$ cat config.mk
export PLATFORM = sky130hd
export DESIGN_NAME = cmd_pad_sequencer_flat
export DESIGN_NICKNAME = d
export VERILOG_FILES = /design/src/rtl/cmd_pad_sequencer_if.sv /design/src/rtl/cmd_pad_sequencer.sv /design/src/flat_wrapper.sv
export SDC_FILE = /design/constraint.sdc
export NUM_CORES = 1
export LEC_CHECK = 0
export ABC_AREA = 1
export CORE_MARGIN = 2
export CORE_UTILIZATION = 50
export DETAILED_ROUTE_END_ITERATION = 10
export GPL_ROUTABILITY_DRIVEN = 0
export GPL_TIMING_DRIVEN = 0
export PLACE_DENSITY = 0.75
export SLEW_MARGIN = 10
export SYNTH_ARGS = -nofsm -noshare
export SYNTH_HDL_FRONTEND = slang
export SYNTH_SLANG_ARGS = --single-unit
$ cat constraint.sdc
create_clock -name sd_clock -period 4.9 [get_ports sd_clock]
set_input_delay 0.98 -clock sd_clock [delete_from_list [all_inputs] [get_ports sd_clock]]
set_output_delay 0.98 -clock sd_clock [all_outputs]
set_load 0.05 [all_outputs]
$ cat src/rtl/cmd_pad_sequencer_if.sv
// Host-side command/response bundle between the command-control FSM and cmd_pad_sequencer.
interface cmd_pad_sequencer_if;
    logic         cmd_start;
    logic [5:0]   cmd_index;
    logic [31:0]  cmd_arg;
    logic [6:0]   cmd_crc_in;
    logic [1:0]   resp_type;
    logic         busy;
    logic         done;
    logic         timeout_err;
    logic         crc_err;
    logic [135:0] resp_data;

    modport master (
        output cmd_start, cmd_index, cmd_arg, cmd_crc_in, resp_type,
        input  busy, done, timeout_err, crc_err, resp_data
    );
    modport slave (
        input  cmd_start, cmd_index, cmd_arg, cmd_crc_in, resp_type,
        output busy, done, timeout_err, crc_err, resp_data
    );
endinterface

$ cat src/rtl/cmd_pad_sequencer.sv
// SD CMD-line pad sequencer: serializes a 48-bit command, turns the line, hunts the response
// start bit under a timeout and deserializes it. Optional CRC7 generate/check under CMD_CRC7_EN.
module cmd_pad_sequencer #(
    parameter int TIMEOUT_CYCLES = 64,
    parameter int TURN_CYCLES    = 2
) (
    input  logic               sd_clock,
    input  logic               reset,
    cmd_pad_sequencer_if.slave host,
    output logic               pad_dir,
    output logic               pad_enable,
    output logic               pad_data_in,
    input  logic               pad_data_out
);
    typedef enum logic [2:0] {S_IDLE, S_SEND, S_TURN, S_WAIT, S_RECV, S_DONE} state_t;

    localparam logic [15:0] TURN_LAST = 16'(TURN_CYCLES - 1);
    localparam logic [15:0] TMO_LAST  = 16'(TIMEOUT_CYCLES - 1);

    state_t       state, state_nxt;
    logic [47:0]  frame;
    logic [5:0]   bit_cnt;
    logic [15:0]  turn_cnt;
    logic [15:0]  tmo_cnt;
    logic [7:0]   rx_cnt;
    logic [1:0]   rtype_q;
    logic [135:0] resp_q;
    logic         tmo_q;
    logic [7:0]   rx_last;
    logic [135:0] resp_shift;
    logic [6:0]   crc_field;

    // Index of the final response bit: 136-bit for type 2, 48-bit otherwise (type 3 aliases 1).
    assign rx_last    = (rtype_q == 2'd2) ? 8'd135 : 8'd47;
    assign resp_shift = {resp_q[134:0], pad_data_out};

`ifdef CMD_CRC7_EN
    logic crc_q;
    logic crc_bad;

    function automatic logic [6:0] crc7_40(input logic [39:0] d);
        logic [6:0] c;
        logic       fb;
        c = 7'd0;
        for (int i = 39; i >= 0; i--) begin
            fb = d[i] ^ c[6];
            c  = {c[5:0], 1'b0} ^ (fb ? 7'h09 : 7'h00);
        end
        return c;
    endfunction

    assign crc_field = crc7_40({2'b01, host.cmd_index, host.cmd_arg});
    // Checked on the final shift so the completed 48-bit frame is visible in resp_shift.
    assign crc_bad   = (rtype_q != 2'd2) &&
                       (crc7_40(resp_shift[47:8]) != resp_shift[7:1]);
    assign host.crc_err = crc_q;
`else
    assign crc_field    = host.cmd_crc_in;
    assign host.crc_err = 1'b0;
`endif

    always_ff @(posedge sd_clock) begin
        if (reset) state <= S_IDLE;
        else       state <= state_nxt;
    end

    always_comb begin
        state_nxt = state;
        case (state)
            S_IDLE: if (host.cmd_start) state_nxt = S_SEND;
            S_SEND: if (bit_cnt == 6'd47) state_nxt = (rtype_q == 2'd0) ? S_DONE : S_TURN;
            S_TURN: if (turn_cnt == TURN_LAST) state_nxt = S_WAIT;
            // A start bit on the limit cycle takes priority over the timeout.
            S_WAIT: begin
                if (pad_data_out == 1'b0)     state_nxt = S_RECV;
                else if (tmo_cnt == TMO_LAST) state_nxt = S_DONE;
            end
            S_RECV: if (rx_cnt == rx_last) state_nxt = S_DONE;
            S_DONE: state_nxt = S_IDLE;
            default: state_nxt = S_IDLE;
        endcase
    end

    always_comb begin
        pad_enable  = 1'b0;
        pad_dir     = 1'b0;
        pad_data_in = 1'b1;
        case (state)
            S_SEND: begin
                pad_enable  = 1'b1;
                pad_dir     = 1'b1;
                pad_data_in = frame[47];
            end
            S_TURN, S_WAIT, S_RECV: pad_enable = 1'b1;
            default: ;
        endcase
    end

    assign host.busy        = (state != S_IDLE);
    assign host.done        = (state == S_DONE);
    assign host.timeout_err = tmo_q;
    assign host.resp_data   = resp_q;

    always_ff @(posedge sd_clock) begin
        if (reset) begin
            frame    <= '0;
            bit_cnt  <= '0;
            turn_cnt <= '0;
            tmo_cnt  <= '0;
            rx_cnt   <= '0;
            rtype_q  <= '0;
            resp_q   <= '0;
            tmo_q    <= 1'b0;
`ifdef CMD_CRC7_EN
            crc_q    <= 1'b0;
`endif
        end else begin
            case (state)
                S_IDLE: if (host.cmd_start) begin
                    frame    <= {2'b01, host.cmd_index, host.cmd_arg, crc_field, 1'b1};
                    rtype_q  <= host.resp_type;
                    bit_cnt  <= '0;
                    turn_cnt <= '0;
                    tmo_cnt  <= '0;
                    rx_cnt   <= '0;
                    resp_q   <= '0;
                    tmo_q    <= 1'b0;
`ifdef CMD_CRC7_EN
                    crc_q    <= 1'b0;
`endif
                end
                S_SEND: begin
                    frame   <= {frame[46:0], 1'b1};
                    bit_cnt <= (bit_cnt == 6'd47) ? 6'd0 : bit_cnt + 6'd1;
                end
                S_TURN: turn_cnt <= turn_cnt + 16'd1;
                S_WAIT: begin
                    if (pad_data_out == 1'b0) begin
                        resp_q <= resp_shift;
                        rx_cnt <= 8'd1;
                    end else begin
                        tmo_cnt <= tmo_cnt + 16'd1;
                        if (tmo_cnt == TMO_LAST) tmo_q <= 1'b1;
                    end
                end
                S_RECV: begin
                    resp_q <= resp_shift;
                    rx_cnt <= rx_cnt + 8'd1;
`ifdef CMD_CRC7_EN
                    if (rx_cnt == rx_last) crc_q <= crc_bad;
`endif
                end
                default: ;
            endcase
        end
    end
endmodule
$ cat src/flat_wrapper.sv
// flat-port wrapper written by rule: the top's interface ports become plain ports
module cmd_pad_sequencer_flat 
#(
    parameter int TIMEOUT_CYCLES = 64,
    parameter int TURN_CYCLES    = 2
)
  (sd_clock, reset, pad_dir, pad_enable, pad_data_in, pad_data_out, host_cmd_start, host_cmd_index, host_cmd_arg, host_cmd_crc_in, host_resp_type, host_busy, host_done, host_timeout_err, host_crc_err, host_resp_data);
  cmd_pad_sequencer_if host_i ();
  input  logic sd_clock;
  input  logic reset;
  output logic pad_dir;
  output logic pad_enable;
  output logic pad_data_in;
  input  logic pad_data_out;
  input wire logic [$bits(host_i.cmd_start)-1:0] host_cmd_start;
  input wire logic [$bits(host_i.cmd_index)-1:0] host_cmd_index;
  input wire logic [$bits(host_i.cmd_arg)-1:0] host_cmd_arg;
  input wire logic [$bits(host_i.cmd_crc_in)-1:0] host_cmd_crc_in;
  input wire logic [$bits(host_i.resp_type)-1:0] host_resp_type;
  output wire logic [$bits(host_i.busy)-1:0] host_busy;
  output wire logic [$bits(host_i.done)-1:0] host_done;
  output wire logic [$bits(host_i.timeout_err)-1:0] host_timeout_err;
  output wire logic [$bits(host_i.crc_err)-1:0] host_crc_err;
  output wire logic [$bits(host_i.resp_data)-1:0] host_resp_data;
  assign host_i.cmd_start = host_cmd_start;
  assign host_i.cmd_index = host_cmd_index;
  assign host_i.cmd_arg = host_cmd_arg;
  assign host_i.cmd_crc_in = host_cmd_crc_in;
  assign host_i.resp_type = host_resp_type;
  assign host_busy = host_i.busy;
  assign host_done = host_i.done;
  assign host_timeout_err = host_i.timeout_err;
  assign host_crc_err = host_i.crc_err;
  assign host_resp_data = host_i.resp_data;
  cmd_pad_sequencer #(.TIMEOUT_CYCLES(TIMEOUT_CYCLES), .TURN_CYCLES(TURN_CYCLES)) u_core (.sd_clock(sd_clock), .reset(reset), .host(host_i), .pad_dir(pad_dir), .pad_enable(pad_enable), .pad_data_in(pad_data_in), .pad_data_out(pad_data_out));
endmodule
# Word level (Yosys, flattened, before mapping)
# Cells that the tools add are included.
[totals]
input_bits = 51
mem_bits_rw = 0
romBits = 0
register_bits = 236
mem_count = 0
output_inout_bits = 143
latchBits = 0
word_cells = 77
[op_classes]
reduce_logical = 15
n_lt_le_gt_ge = 0
div_mod_pow = 0
n_mux = 31
eq_ne = 18
shifts = 0
n_bitwise = 0
n_addsub = 4
mul = 0
[ops]
columns = ["op", "count"]
rows = [
  ["136-bit one-hot mux with 3 select lines", 1],
  ["136-bit two-way mux", 2],
  ["48-bit one-hot mux with 2 select lines", 1],
  ["16-bit one-hot mux with 2 select lines", 2],
  ["48-bit two-way mux", 1],
  ["16-bit by 1-bit adder with 16-bit output (second input constant)", 2],
  ["16-bit two-way mux", 2],
  ["8-bit two-way mux", 3],
  ["8-bit one-hot mux with 3 select lines", 1],
  ["3-bit two-way mux", 7],
  ["16-bit by 1-bit equality test with 1-bit output (second input constant)", 1],
  ["16-bit by 6-bit equality test with 1-bit output (second input constant)", 1],
  ["3-bit one-hot mux with 5 select lines", 1],
  ["6-bit two-way mux", 2],
  ["6-bit one-hot mux with 2 select lines", 1],
  ["8-bit by 1-bit adder with 8-bit output (second input constant)", 1],
  ["8-bit equality test", 1],
  ["2-bit by 1-bit inequality test with 1-bit output (second input constant)", 4],
  ["6-bit by 1-bit adder with 6-bit output (second input constant)", 1],
  ["3-bit by 2-bit equality test with 1-bit output (second input constant)", 2],
  ["3-bit equality test (second input constant)", 2],
  ["6-bit equality test (second input constant)", 1],
  ["1-bit two-way mux", 6],
  ["2-bit inequality test (second input constant)", 3],
  ["13 further kinds", 19],
]

# Longest topological paths before layout
# Gate-level depths: netlist (run 1).
[logic_depth]
word_depth = 5
depth_mapped = 11
mapped_depth_nobuf = 11

# Worst setup path after synthesis (run 1)
# Ideal clock, no wire load.
[synth_timing]
path_kind = "register -> output"
from = "register u_core.state[0]"
to = "output pad_enable"
n_path_buf = 2
arrival_time_ns = 1.605
required_time_ns = 3.920
slack_ns = 2.315
stages_incl_launch_ff = 7
path_cell_list = "dfxtp_1 -> inv_2 -> nor3_2 -> inv_2 -> clkbuf_1 -> clkbuf_1 -> nand3_1"
[synth_between]
elab_chain_len = 3
word_cells_on_any_way = 6
cone_classes = "4 x eq/ne; 1 x mux; 1 x reduce/logical"
[synth_lines]
columns = ["item", "line_no", "source"]
rows = [
  ["start: declaration", "cmd_pad_sequencer.sv:20", "state_t state, state_nxt;"],
  ["start signal: assignment", "cmd_pad_sequencer.sv:64", "else state <= state_nxt;"],
  ["3-bit by 1-bit equality test with 1-bit output, or another cell as far along", "cmd_pad_sequencer.sv:88", "case (state)"],
  ["4-bit OR reduction (no source line) (*)", "--", ""],
  ["1-bit two-way mux (*)", "cmd_pad_sequencer.sv:88", ""],
  ["end: declaration", "flat_wrapper.sv:12", "output logic pad_enable;"],
]
# Every way passes the cells marked *; elsewhere a longest branch is shown, timed or not.

# Worst setup path in the final report (run 1)
[layout_timing]
from = "register u_core.state[0]"
to = "output pad_data_in"
[layout_between]
elab_chain_len = 2
[layout_lines]
columns = ["item", "line_no", "source"]
rows = [
  ["3-bit by 1-bit equality test with 1-bit output", "cmd_pad_sequencer.sv:88", ""],
  ["1-bit two-way mux", "cmd_pad_sequencer.sv:88", ""],
  ["end: declaration", "flat_wrapper.sv:13", "output logic pad_data_in;"],
]
# No other way between the ends.

==> results of run 1 <==
[power by group through the flow]
stage	registers [mW]	clock network, mW	logic (mW)
after floorplan	2.29	0	1.09
after global placement	2.29	0	1.53
after detailed placement	2.29	0	1.55
after CTS	2.26	1.92	1.55
after global routing	2.29	2.00	1.74
final	2.26	1.89	1.56
[critical path: stages (launching register included)]
cell and delay [ps]:
dfxtp_1 390, inv_2 80, nor3_2 450, inv_2 150
clkbuf_1 260, clkbuf_1 310, or2_2 350, clkdlybuf4s50_1 750
[per-layer routing]
metal | vias to the layer above | wire length (um) | global-route usage, %
li1 | 4741 | - | -
met1 | 4280 | 11050 | 31.49
met2 | 251 | 11130 | 39.19
met3 | 41 | 1603 | 5.434
met4 | 0 | 588 | 6.368
met5 | - | 0 | 0
[layout by cell type (no fill, tap or decap), types with 22 or more instances in the layout]
cell / netlist / final
nand2_1: 474 / 474
dfxtp_1: 236 / 236
clkdlybuf4s50_1: 0 / 191
a21oi_1: 181 / 181
o21ai_0: 68 / 68
nor2_1: 60 / 60
inv_1: 58 / 58
clkbuf_1: 47 / 51
a31oi_1: 46 / 46
nand3_1: 35 / 35
clkbuf_16: 0 / 25
buf_2: 22 / 22
[cell type report]
type / instances / area (um2)
plain buffers: 79 / 350.3
clock buffers: 31 / 668.1
clock inverters: 14 / 148.9
fillers: 1651 / 6143
inverters: 62 / 232.7
multi-input cells: 928 / 4170
flip-flops and latches: 236 / 4725
well taps: 234 / 292.8
repair buffers: 191 / 1912
[flip-flops by register name, summed over array words and instances (netlist names)]
register,count
u_core.bit_cnt,6
u_core.state,3
u_core.host.resp_data,136
u_core.rx_cnt,8
u_core.turn_cnt,16
u_core.frame,48
u_core.tmo_cnt,16
u_core.host.timeout_err,1
u_core.rtype_q,2
[per-stage QoR]
stage               worst slack, ps  hold WS (ps)  cells  util, %  area [um2]
CTS                           607.5         467.8   1775    67.05       12500
global route                  481.2         484.1   1775    67.05       12500
detailed placement             1168         459.4   1730    62.66       11680
global placement               1233         446.4   1730    62.66       11680
floorplan                      2315         435.1   1305        -        9478
finish                        680.4         462.2   1775    67.05       12500
[cells by family (layout without fill, tap and decap cells)]
family | count (synthesis) | count (layout) | share of synthesized area (%)
AOI/OAI and AO/OA | 312 | 312 | 17.64
adders and majority gates | 5 | 5 | 0.6601
DFF | 236 | 236 | 49.85
other | 1 | 1 | 0.03957
buffers and inverters | 141 | 377 | 6.152
and+or+nand+nor | 610 | 610 | 25.66
[worst paths after layout]
check                                      start                         to  slack [ps]  cells after the start
worst min register to register  u_core.frame[47]           u_core.frame[47]         460                      2
worst max register to register   u_core.state[1]  u_core.host.resp_data[10]        2780                      8
worst min-delay path            u_core.frame[47]           u_core.frame[47]         460                      2
worst max-delay path             u_core.state[0]                pad_data_in         680                      7
==> summary.md, run 1 <==
| Metric | Value |
|---|---|
| Hold violation count in the final report | `0` |
| Fraction of synthesis flops using an asynchronous set or reset pin | `0%` |
| Inserted Clock Buffers | `25` |
| Endpoint class of the critical path | `output port` |
| Setup Skew | `7.974 ps` |
| Kind of start point of the critical path | `flop` |
| Worst slew margin | `60.00%` |
| Setup repair bufs after CTS | `0` |
| Die area | `0.02007 mm2` |
| Count of nets after finishing | `1579` |
| Arrival time of the worst setup path | `3240 ps` |
| Result of the run | `finished, final reports clean` |
| Class of the most critical hold timing path | `reg2reg` |
| Share of power burned in combinational logic | `27.3%` |
| Max-cap violations | `0` |
| Number of remaining DRC errors | `0` |
| Worst slew pin tran | `600.0 ps` |
| Final Max Slew Viols | `0` |
| Wire length of the first global-routing pass | `40.05 mm` |
| Synth warn | `0` |
| Power spent charging and discharging nets | `1.985 mW` |
| Area share of the largest cell type after synthesis | `49.85%` |
| Minimum clock period after layout | `4220 ps` |
| Ranking of synthesized cells by area | `dfxtp_1 50%, nand2_1 19%, a21oi_1 9.6%` |
| Total number of clock tree sinks | `236` |
| Total of flip-flops plus latches after synthesis | `236` |
| Highest clock frequency the design can meet | `237.0 MHz` |
| Setup repair after global routing missed its margin | `no` |
| Per-instance average area after synthesis | `7.263 um2` |
| Post-synth net total | `1361` |
| Number of cells produced by synthesis | `1305` |
| Dominant register cell in the synthesized netlist | `dfxtp_1` |
| Detail Placement HPWL | `17.12 mm` |
| Via count of the first global-routing pass | `8426` |
| Count of final setup violators | `0` |
| Clock tree from TritonCTS | `built` |
| Critical Path Fanout Max | `10` |
| Post-CTS Hold Buffers | `0` |
| Cell leakage power | `4.471 nW` |
| Cell type with the highest aggregate area in the netlist | `dfxtp_1` |
| Top-level I/O count | `194` |
| CTS Root Buffer Type | `clkbuf_16` |
| Worst Path Class, Setup | `reg2out` |
| Vias post-DR | `9313` |
| Unique cell type count in the Yosys netlist | `35` |
| Share of the yosys chip area belonging to registers | `49.85%` |
| Maximum VDD drop | `0.3222 mV` |
| Area of the placeable core | `0.01864 mm2` |
| Part of the cycle the worst path needs | `86.11%` |
| Share of power burned in registers | `39.6%` |
| Number of buffers inserted by port buffering | `191` |
| Most common library cells after synthesis | `474 x nand2_1, 236 x dfxtp_1, 181 x a21oi_1` |
| Cell internal pwr | `3.719 mW` |
| Fraction of layout cells with a size suffix above 1 | `5.516%` |
| Wire length per cell | `13.73 um` |
| Clock latency on the worst-skew pair | `510 ps` |
| Via density per instance | `5.247` |
| Ant diodes | `0` |
| Total negative slack for setup checks | `0 ps` |
| Final Power | `5.704 mW` |
| Vertical die dimension | `141.7 um` |
| Post_cts resized | `0` |
| Congestion Overflow GR | `0` |
| Detailed Routing Iterations Pass 1 | `5` |
| Die extent in x | `141.7 um` |
| Number of DRC violations after detailed-routing iteration 0 | `572` |
| Initial Util | `50.84%` |
| Layout overhead on the synthesized area | `31.88%` |
| H-tree depth | `1` |
| Most frequent cell after synthesis | `nand2_1` |
| EDFF count, synth | `0` |
| Total global routing track utilization | `23.75%` |
| Clock-pin slew on the worst setup and hold paths | `60 ps` |
| Switching power as a share of total power | `34.80%` |
| Std cell rows | `50` |
| Critical path required time | `3920 ps` |
| Number of buffers on the longest clock path | `3` |
| Post-route antenna net violation count | `0` |
| Maximum number of pins on one net before global-route repair | `14` |
| Ratio of total power to cell area | `456.3 mW/mm2` |
| Share of total power in the clock network | `33.1%` |
| Area of the mapped netlist | `0.009478 mm2` |
| Initial antenna violation count | `0` |
| Final wirelength | `24.36 mm` |
Power figures use the tool's default switching activity.
==> run 2, diff against run 1 <==
--- a/config.mk
+++ b/config.mk
@@ -8,6 +8,7 @@
 export ABC_AREA = 1
 export CORE_MARGIN = 2
 export CORE_UTILIZATION = 50
+export CTS_CLUSTER_SIZE = 14
 export DETAILED_ROUTE_END_ITERATION = 10
 export GPL_ROUTABILITY_DRIVEN = 0
 export GPL_TIMING_DRIVEN = 0
==> results of run 2 <==
Final layout, timing and power as in run 1 (identical DEF).
